==> src/rtl/bram_dual_arbiter_pkg.sv <==
// ---------------------------------------------------------------------------
// bram_dual_arbiter_pkg
//   Shared types and the per-port round-robin arbitration function used by
//   bram_dual_arbiter. Each RAM port (write, read) runs one instance of the
//   same two-requester arbitration rule.
// ---------------------------------------------------------------------------
package bram_dual_arbiter_pkg;

  typedef enum logic {
    REQ0 = 1'b0,
    REQ1 = 1'b1
  } req_id_e;

  typedef struct packed {
    logic gnt0;
    logic gnt1;
    logic contended;
  } port_gnt_t;

  // A lone requester always wins; when both request, the priority pointer
  // names the winner.
  function automatic port_gnt_t rr_arbitrate(input logic req0, input logic req1,
                                             input req_id_e pri);
    port_gnt_t g;
    g.contended = req0 & req1;
    g.gnt0      = req0 & (~req1 | (pri == REQ0));
    g.gnt1      = req1 & (~req0 | (pri == REQ1));
    return g;
  endfunction

endpackage

==> src/rtl/bram_dual_arbiter_bram.sv <==
// ---------------------------------------------------------------------------
// bram_dual
//   Simple dual-port RAM: one write port, one read port, registered read
//   data with write-to-read forwarding on an address match.
// Ports:
//   clk_i    clock, rising edge
//   write_i  write enable
//   waddr_i  write address
//   data_i   write data
//   raddr_i  read address (sampled every edge)
//   data_o   registered read data
// ---------------------------------------------------------------------------
module bram_dual #(
  parameter int memSize_p   = 8,
  parameter int dataWidth_p = 16
) (
  input  logic                   clk_i,
  input  logic                   write_i,
  input  logic [memSize_p-1:0]   waddr_i,
  input  logic [dataWidth_p-1:0] data_i,
  input  logic [memSize_p-1:0]   raddr_i,
  output logic [dataWidth_p-1:0] data_o
);

  localparam int Depth = 2 ** memSize_p;

  logic [dataWidth_p-1:0] mem_q [Depth];
  logic [dataWidth_p-1:0] rdata_d;
  logic [dataWidth_p-1:0] rdata_q;

  // A write and read of the same word in one cycle returns the new word.
  always_comb begin
    rdata_d = mem_q[raddr_i];
    if (write_i && (waddr_i == raddr_i)) begin
      rdata_d = data_i;
    end
  end

  always_ff @(posedge clk_i) begin
    if (write_i) begin
      mem_q[waddr_i] <= data_i;
    end
    rdata_q <= rdata_d;
  end

  assign data_o = rdata_q;

endmodule

==> src/rtl/bram_dual_arbiter.sv <==
// ---------------------------------------------------------------------------
// bram_dual_arbiter
//   Two-requester arbiter in front of one bram_dual. Writes go to the RAM
//   write port and reads to the RAM read port, each port arbitrated
//   round-robin on its own, so a read and a write from different requesters
//   complete in the same cycle. Read data returns one cycle after acceptance
//   on a shared bus, tagged by rvalid0_o / rvalid1_o.
// Ports:
//   clk_i, rst_ni                 clock, async active-low reset
//   valid*_i, write*_i            command valid, 1 = write / 0 = read
//   addr*_i, wdata*_i             word address, write data
//   ready*_o                      command accepted this cycle (combinational)
//   rvalid*_o                     rdata_o belongs to requester 0 / 1
//   rdata_o                       shared read data
// ---------------------------------------------------------------------------
module bram_dual_arbiter
  import bram_dual_arbiter_pkg::*;
#(
  parameter int memSize_p   = 8,
  parameter int dataWidth_p = 16
) (
  input  logic                   clk_i,
  input  logic                   rst_ni,
  input  logic                   valid0_i,
  input  logic                   write0_i,
  input  logic [memSize_p-1:0]   addr0_i,
  input  logic [dataWidth_p-1:0] wdata0_i,
  input  logic                   valid1_i,
  input  logic                   write1_i,
  input  logic [memSize_p-1:0]   addr1_i,
  input  logic [dataWidth_p-1:0] wdata1_i,
  output logic                   ready0_o,
  output logic                   ready1_o,
  output logic                   rvalid0_o,
  output logic                   rvalid1_o,
  output logic [dataWidth_p-1:0] rdata_o
);

  req_id_e                wpri_q, wpri_d;
  req_id_e                rpri_q, rpri_d;
  logic                   rd_pend_q, rd_pend_d;
  req_id_e                rd_owner_q, rd_owner_d;
  logic [memSize_p-1:0]   raddr_q, raddr_d;

  port_gnt_t              wgnt;
  port_gnt_t              rgnt;
  logic                   ram_we;
  logic [memSize_p-1:0]   ram_waddr;
  logic [dataWidth_p-1:0] ram_wdata;

  always_comb begin
    wgnt = rr_arbitrate(valid0_i & write0_i, valid1_i & write1_i, wpri_q);
    rgnt = rr_arbitrate(valid0_i & ~write0_i, valid1_i & ~write1_i, rpri_q);

    // Nothing is accepted while reset is held, including a read that would
    // otherwise land on the edge where reset asserts.
    if (!rst_ni) begin
      wgnt = '0;
      rgnt = '0;
    end

    // On contention the pointer moves to the loser; otherwise it holds.
    wpri_d = wpri_q;
    if (wgnt.contended) begin
      wpri_d = wgnt.gnt0 ? REQ1 : REQ0;
    end
    rpri_d = rpri_q;
    if (rgnt.contended) begin
      rpri_d = rgnt.gnt0 ? REQ1 : REQ0;
    end

    ram_we    = wgnt.gnt0 | wgnt.gnt1;
    ram_waddr = wgnt.gnt1 ? addr1_i  : addr0_i;
    ram_wdata = wgnt.gnt1 ? wdata1_i : wdata0_i;

    // Holding the read address when idle keeps rdata_o stable.
    raddr_d = raddr_q;
    if (rgnt.gnt0) begin
      raddr_d = addr0_i;
    end else if (rgnt.gnt1) begin
      raddr_d = addr1_i;
    end

    rd_pend_d  = rgnt.gnt0 | rgnt.gnt1;
    rd_owner_d = rgnt.gnt1 ? REQ1 : REQ0;
  end

  always_ff @(posedge clk_i or negedge rst_ni) begin
    if (!rst_ni) begin
      wpri_q     <= REQ0;
      rpri_q     <= REQ0;
      rd_pend_q  <= 1'b0;
      rd_owner_q <= REQ0;
    end else begin
      wpri_q     <= wpri_d;
      rpri_q     <= rpri_d;
      rd_pend_q  <= rd_pend_d;
      rd_owner_q <= rd_owner_d;
    end
  end

  always_ff @(posedge clk_i) begin
    raddr_q <= raddr_d;
  end

  bram_dual #(
    .memSize_p   (memSize_p),
    .dataWidth_p (dataWidth_p)
  ) u_bram (
    .clk_i   (clk_i),
    .write_i (ram_we),
    .waddr_i (ram_waddr),
    .data_i  (ram_wdata),
    .raddr_i (raddr_d),
    .data_o  (rdata_o)
  );

  assign ready0_o  = wgnt.gnt0 | rgnt.gnt0;
  assign ready1_o  = wgnt.gnt1 | rgnt.gnt1;
  assign rvalid0_o = rd_pend_q & (rd_owner_q == REQ0);
  assign rvalid1_o = rd_pend_q & (rd_owner_q == REQ1);

endmodule

==> config.mk <==
export PLATFORM = sky130hd
export DESIGN_NAME = bram_dual_arbiter
export DESIGN_NICKNAME = d
export VERILOG_FILES = /design/src/rtl/bram_dual_arbiter_pkg.sv /design/src/rtl/bram_dual_arbiter_bram.sv /design/src/rtl/bram_dual_arbiter.sv
export SDC_FILE = /design/constraint.sdc
export NUM_CORES = 2
export LEC_CHECK = 0
export ABC_AREA = 1
export BUFFER_PORTS_ARGS = -buffer_cell sky130_fd_sc_hd__buf_2
export CAP_MARGIN = 30
export CORE_MARGIN = 4
export CORE_UTILIZATION = 28
export CTS_CLUSTER_SIZE = 12
export DETAILED_ROUTE_END_ITERATION = 6
export PLACE_DENSITY = 0.43
export SYNTH_ARGS = -nofsm -noshare
export SYNTH_HDL_FRONTEND = slang
export SYNTH_SLANG_ARGS = --single-unit
==> constraint.sdc <==
create_clock -name clk_i -period 3.3 [get_ports clk_i]
set_clock_uncertainty 0.2 [all_clocks]
set_input_delay 0.495 -clock clk_i [delete_from_list [all_inputs] [get_ports clk_i]]
set_output_delay 0.495 -clock clk_i [all_outputs]
set_load 0.05 [all_outputs]
Word level (Yosys, flattened, before mapping)
Memories as Yosys holds them, arrays and structs flattened. A register that Yosys moved wholly into a read port is not among the register bits. Cells that the tools add are included.

Register bits: 12. Bits in writable memories: 4096. Input bits: 54. Memories kept: 1.

Memory list: u_bram.mem_q (depth 256, bits a word 16, read ports 1, clocked after Yosys merged registers in 1, write ports 1, line bram_dual_arbiter_bram.sv:27) `logic [dataWidth_p-1:0] mem_q [Depth];`.

Mux-type cells: 11. Bitwise operators: 29.

Operators by type and width (count): 2-to-1 mux 8 bit (3); 2-to-1 mux 16 bit (1); AND 1 bit (12); NOT 1 bit (9); bitwise OR 1 bit (8); 2-to-1 mux 3 bit (2); 2-to-1 mux 1 bit (5).

Longest topological paths before layout
Depth after elaboration: 8. Depth in mapped cells: 15.

By module
A second synthesis with hierarchy kept.

Cell total of the unflattened synthesis: 13780. Area, all modules: 166753.7 um^2.

Modules (own cells, without submodules): bram_dual (instances 1, cells an instance 13609, area an instance 165546.3 um^2, sequential area each 123158.1 um^2); bram_dual_arbiter (instances 1, cells an instance 171, area an instance 1207.4 um^2, sequential area each 260.2 um^2).

Worst setup path before layout
Ideal clock, no wire load.

Kind: input -> register. Start: input valid0_i. End: memory u_bram.mem_q[0][10], data pin. Arrival: 3.027 ns. Data required time: 2.544 ns. Setup slack: -0.482 ns. Stages: 5. Buffers on the path: 2. Path through: nand2_2 o21ai_4 buf_6 buf_2 mux2_2.

Cells in the longest elaborated chain, start to end: 6.

Ends and longest elaborated chain: start: declaration (line bram_dual_arbiter.sv:24) `input logic valid0_i,`; AND 1 bit (line bram_dual_arbiter.sv:52) `wgnt = rr_arbitrate(valid0_i & write0_i, valid1_i & write1_i, wpri_q);`; NOT 1 bit (line bram_dual_arbiter_pkg.sv:27) `g.gnt1 = req1 & (~req0 | (pri == REQ1));`; bitwise OR 1 bit (line bram_dual_arbiter_pkg.sv:27); AND 1 bit (line bram_dual_arbiter_pkg.sv:27); 2-to-1 mux 3 bit (line bram_dual_arbiter.sv:57) `if (!rst_ni) begin`; 2-to-1 mux 16 bit (line bram_dual_arbiter.sv:74) `ram_wdata = wgnt.gnt1 ? wdata1_i : wdata0_i;`; named net ram_wdata[10] (line bram_dual_arbiter.sv:49) `logic [dataWidth_p-1:0] ram_wdata;`; end: declaration (line bram_dual_arbiter_bram.sv:27).

The timed path passes the listed nets, and every way through them passes these cells.

==> metrics.md <==
| Metric | Value |
|---|---|
| Status | finished with violations |
| Violated checks | hold timing, setup timing |
| Worst-margin pin slew | approximately 0.8 ns |
| WHS | -0.0751 ns |
| Slowest cell on the critical path | edfxtp_1 |
| Fillers | 57400 |
| Fin. Hold Viols | 16 |
| Worst reg2reg startpoint | wpri_q$_DFFE_PN0P_ |
| Clk sinks | 4108 |
| Wire per inst | approximately 26 microns |
| Final slew viol count | 0 |
| Rel. slew slack | 46.0% |
| Detailed-route wire length | around 590000 microns |
| CP startpoint | raddr_q[0]$_DFFE_PP_ |
| Worst-path fanout max | 14 |
| Worst path max stage delay | 0.39 ns |
| Die width | 776 microns |
| Antenna Nets Post-Route | 0 |
| CP Buf/Inv Count | 8 |
| H-tree depth | 5 |
| Initial Utilization | between 20% and 30% |
| Final Worst Setup Slack | -1.53 ns |
| Delay-heaviest family, CP | buffers and inverters |
| Crit-path cells | buf_8, buf_12, buf_16, buf_12, buf_6, nand2_1, nand3_1, nand3_1, nand3_1, nand3_4, nand3_2, nand3_4, buf_4, nand2_1, nand2_2, nand2_4, buf_12, buf_12 |
| Synthesized area | roughly 170000 sq um |
| Worst path depth | 18 |
| Final Cell Area | approximately 210000 sq um |
| Largest net degree at the start of global routing | 86 |
| Pwr dens | about 560 nW/um^2 |
| Crit. End Element | primary output |
| # port buffers | 73 |
| MaxCap Viol Count | 0 |
| Crit start category | register |
| CTS tree | done |
| Ports | 74 |
| Commonest non-fill, non-tap cell in the layout | nand2_1 |
| Reg clk slew, reported paths | 0.06 ns |
| #FFs+latches synth | 4108 |
| Initial antenna violation count | 46 |
| DP Worst Slack | -1.18 ns |
| TritonCTS Buffers | 448 |
| DRC | 0 |
| Placement Rows | 281 |
| Reg-to-reg endpoint | u_bram.mem_q[42][9]$_DFFE_PP_ |
| Peak VDD IR | ~0.00044 V |
| Fin Setup TNS | -22.89 ns |
| Hpwl dp | between 300000 and 400000 microns |
| Data required, critical path | 2.60 ns |
| Reg2reg path depth | 7 |
| Vias in the first global route | 106000 |
| Synthesized area per cell | 12.1 sq um |
| Worst EP arrival | 4.14 ns |
| Path type of the worst setup path | register to primary output |
| Post-synth cell types | 31 |
| Commonest non-fill, non-tap cells in the layout | 4162 x nand2_1, 4104 x edfxtp_1, 3838 x nand3_1 |
| Syn-to-layout area delta | 25.3% |
| Final period util | 147% |
| Post-route minimum period | 4.83 ns |
| Layout cells sized above 1 | 16.6% |
| Clk_lat worst skew | 1.04 ns |
| Worst Hold Class | primary input to register |
| Clock Tree Root | clkbuf_16 |
| Final global-route overflow total | 0 |
| Worst reg-to-reg setup slack | 0.09 ns |
| Static Leak | 73.1 nW |
| Final Power | ~120 mW |
| Ys Warns | 0 |
| Gate Count Post-Synth | 13700 |
| Die area | 603000 sq um |
| Syn_nets | roughly 14000 |
| CTS max path bufs | 4 |
| Final setup vio count | 16 |
| Routed vias | roughly 110k |
| RSZ-0062 raised after global routing | yes |
| Drt first pass iters | 6 |
| DP Area | 189000 sq um |
| Worst path most repeated cell | buf_12 |
| First-pass GRT wire length | 819000 microns |
| Fmax | 0.207 GHz |
| DR iter-0 viols | 11100 |
| Routability cong. | ~0.82 |
| Die Ht | a little under 800 microns |
| Core ar. | 587000 sq um |
| Nets@finish | 14900 |
| Worst Setup EP | rdata_o[1] |
| Vias per cell | between 4 and 5 |
| GRT Total Usage | 18.6% |
| Sequential cell area fraction in the yosys report | around 75% |
==> synthesized netlist by cell type, drive strengths merged <==
master	n	area (sq um)
nand2	4230	15900
inv	56	215
dfrtp	4	100
nor2	296	1190
nor3	1	5.00
clkbuf	402	1510
nand3	4034	20200
edfxtp	4104	123000
nand4	1	6.26
xor2	1	8.76
o21ai	14	130
buf	538	2600
mux2	16	180
and3	1	6.26
a21oi	5	25.0
o211ai	1	7.51
==> registers in the layout, summed over array words and instances, names as in the netlist <==
| register | count |
|---|---|
| rd_owner_q | 1 |
| u_bram.mem_q | 4096 |
| raddr_q | 8 |
| wpri_q | 1 |
| rd_pend_q | 1 |
| rpri_q | 1 |
==> per-stage QoR <==
step,instances,utilization [%]
after floorplan,13700,-
after global placement,22000,32.2
after detailed placement,22000,32.2
after CTS,22900,34.9
after global routing,23000,35.3
final,23000,35.3
==> repair_timing <==
| action | in CTS | in global routing |
|---|---|---|
| cloned | 10 | 28 |
| gates resized for setup | 215 | 237 |
| setup endpoints to repair | 17 | 327 |
| hold buffers | 53 | 4 |
| buffers inserted | 20 | 22 |
| endpoints found under the hold margin | 279 | 77 |
| pin swaps | 6 | 17 |
==> worst reg2reg max path, delay by kind of cell, from the launching register on <==
family,cells,cell delay [ns]
compound gates,1,0.19
buf+inv,5,1.63
mux,1,0.37
flops,1,0.44
==> where the power goes <==
group          leakage [nW]  switching (mW)  internal (mW)
logic                  29.5            6.60           3.09
registers              36.9          0.0366           57.8
clock network          6.65            21.4           26.6
total                  73.1            28.0           87.4
==> cell families (layout without fill, tap and decap cells) <==
kind of cell    count (synthesis)  count (layout)  share of synthesized area, %
compound gates                 20              20                        0.0984
xor+xnor                        1               1                       0.00530
buf+inv                       996            2481                          2.61
flops                        4108            4108                          74.6
mux                            16              16                         0.109
other cells                     0              15                             0
simple gates                 8563            8563                          22.6
==> how the worst min path moves through the flow <==
stage	start	endpoint	slack (ns)	cells past startpoint
2_1_floorplan	rst_ni	rd_owner_q$_DFF_PN0_	-0.0006	0
3_3_place_gp	rst_ni	wpri_q$_DFFE_PN0P_	0.22	2
3_5_place_dp	rst_ni	wpri_q$_DFFE_PN0P_	0.21	2
4_1_cts	wdata0_i[5]	u_bram.mem_q[184][5]$_DFFE_PP_	0.002	3
5_1_grt	wdata0_i[0]	u_bram.mem_q[190][0]$_DFFE_PP_	0.002	2
6_report	wdata0_i[0]	u_bram.mem_q[190][0]$_DFFE_PP_	-0.08	2
==> metal layers <==
| metal | vias to the layer above | wire length, microns | GRT usage [%] |
|---|---|---|---|
| met5 | - | 0 | 0 |
| met4 | 0 | 14100 | 4.38 |
| met3 | 638 | 38900 | 2.88 |
| met2 | 3577 | 266000 | 29.0 |
| met1 | 56700 | 269000 | 27.2 |
| li1 | 51300 | - | - |
==> area by class of cell <==
type | instances | area [sq um] | area share (%)
Antenna cell | 15 | 37.5 | 0.0181
Clock inverter | 226 | 2000 | 0.967
Clock buffer | 575 | 11700 | 5.66
Tap cell | 7782 | 9740 | 4.70
Timing Repair inverter | 1 | 11.3 | 0.00544
Timing Repair Buffer | 1623 | 20500 | 9.90
Sequential cell | 4108 | 123000 | 59.6
Multi-Input combinational cell | 8600 | 39500 | 19.1
Inverter | 56 | 278 | 0.134
Note: power is estimated with default switching activity, not from simulation.
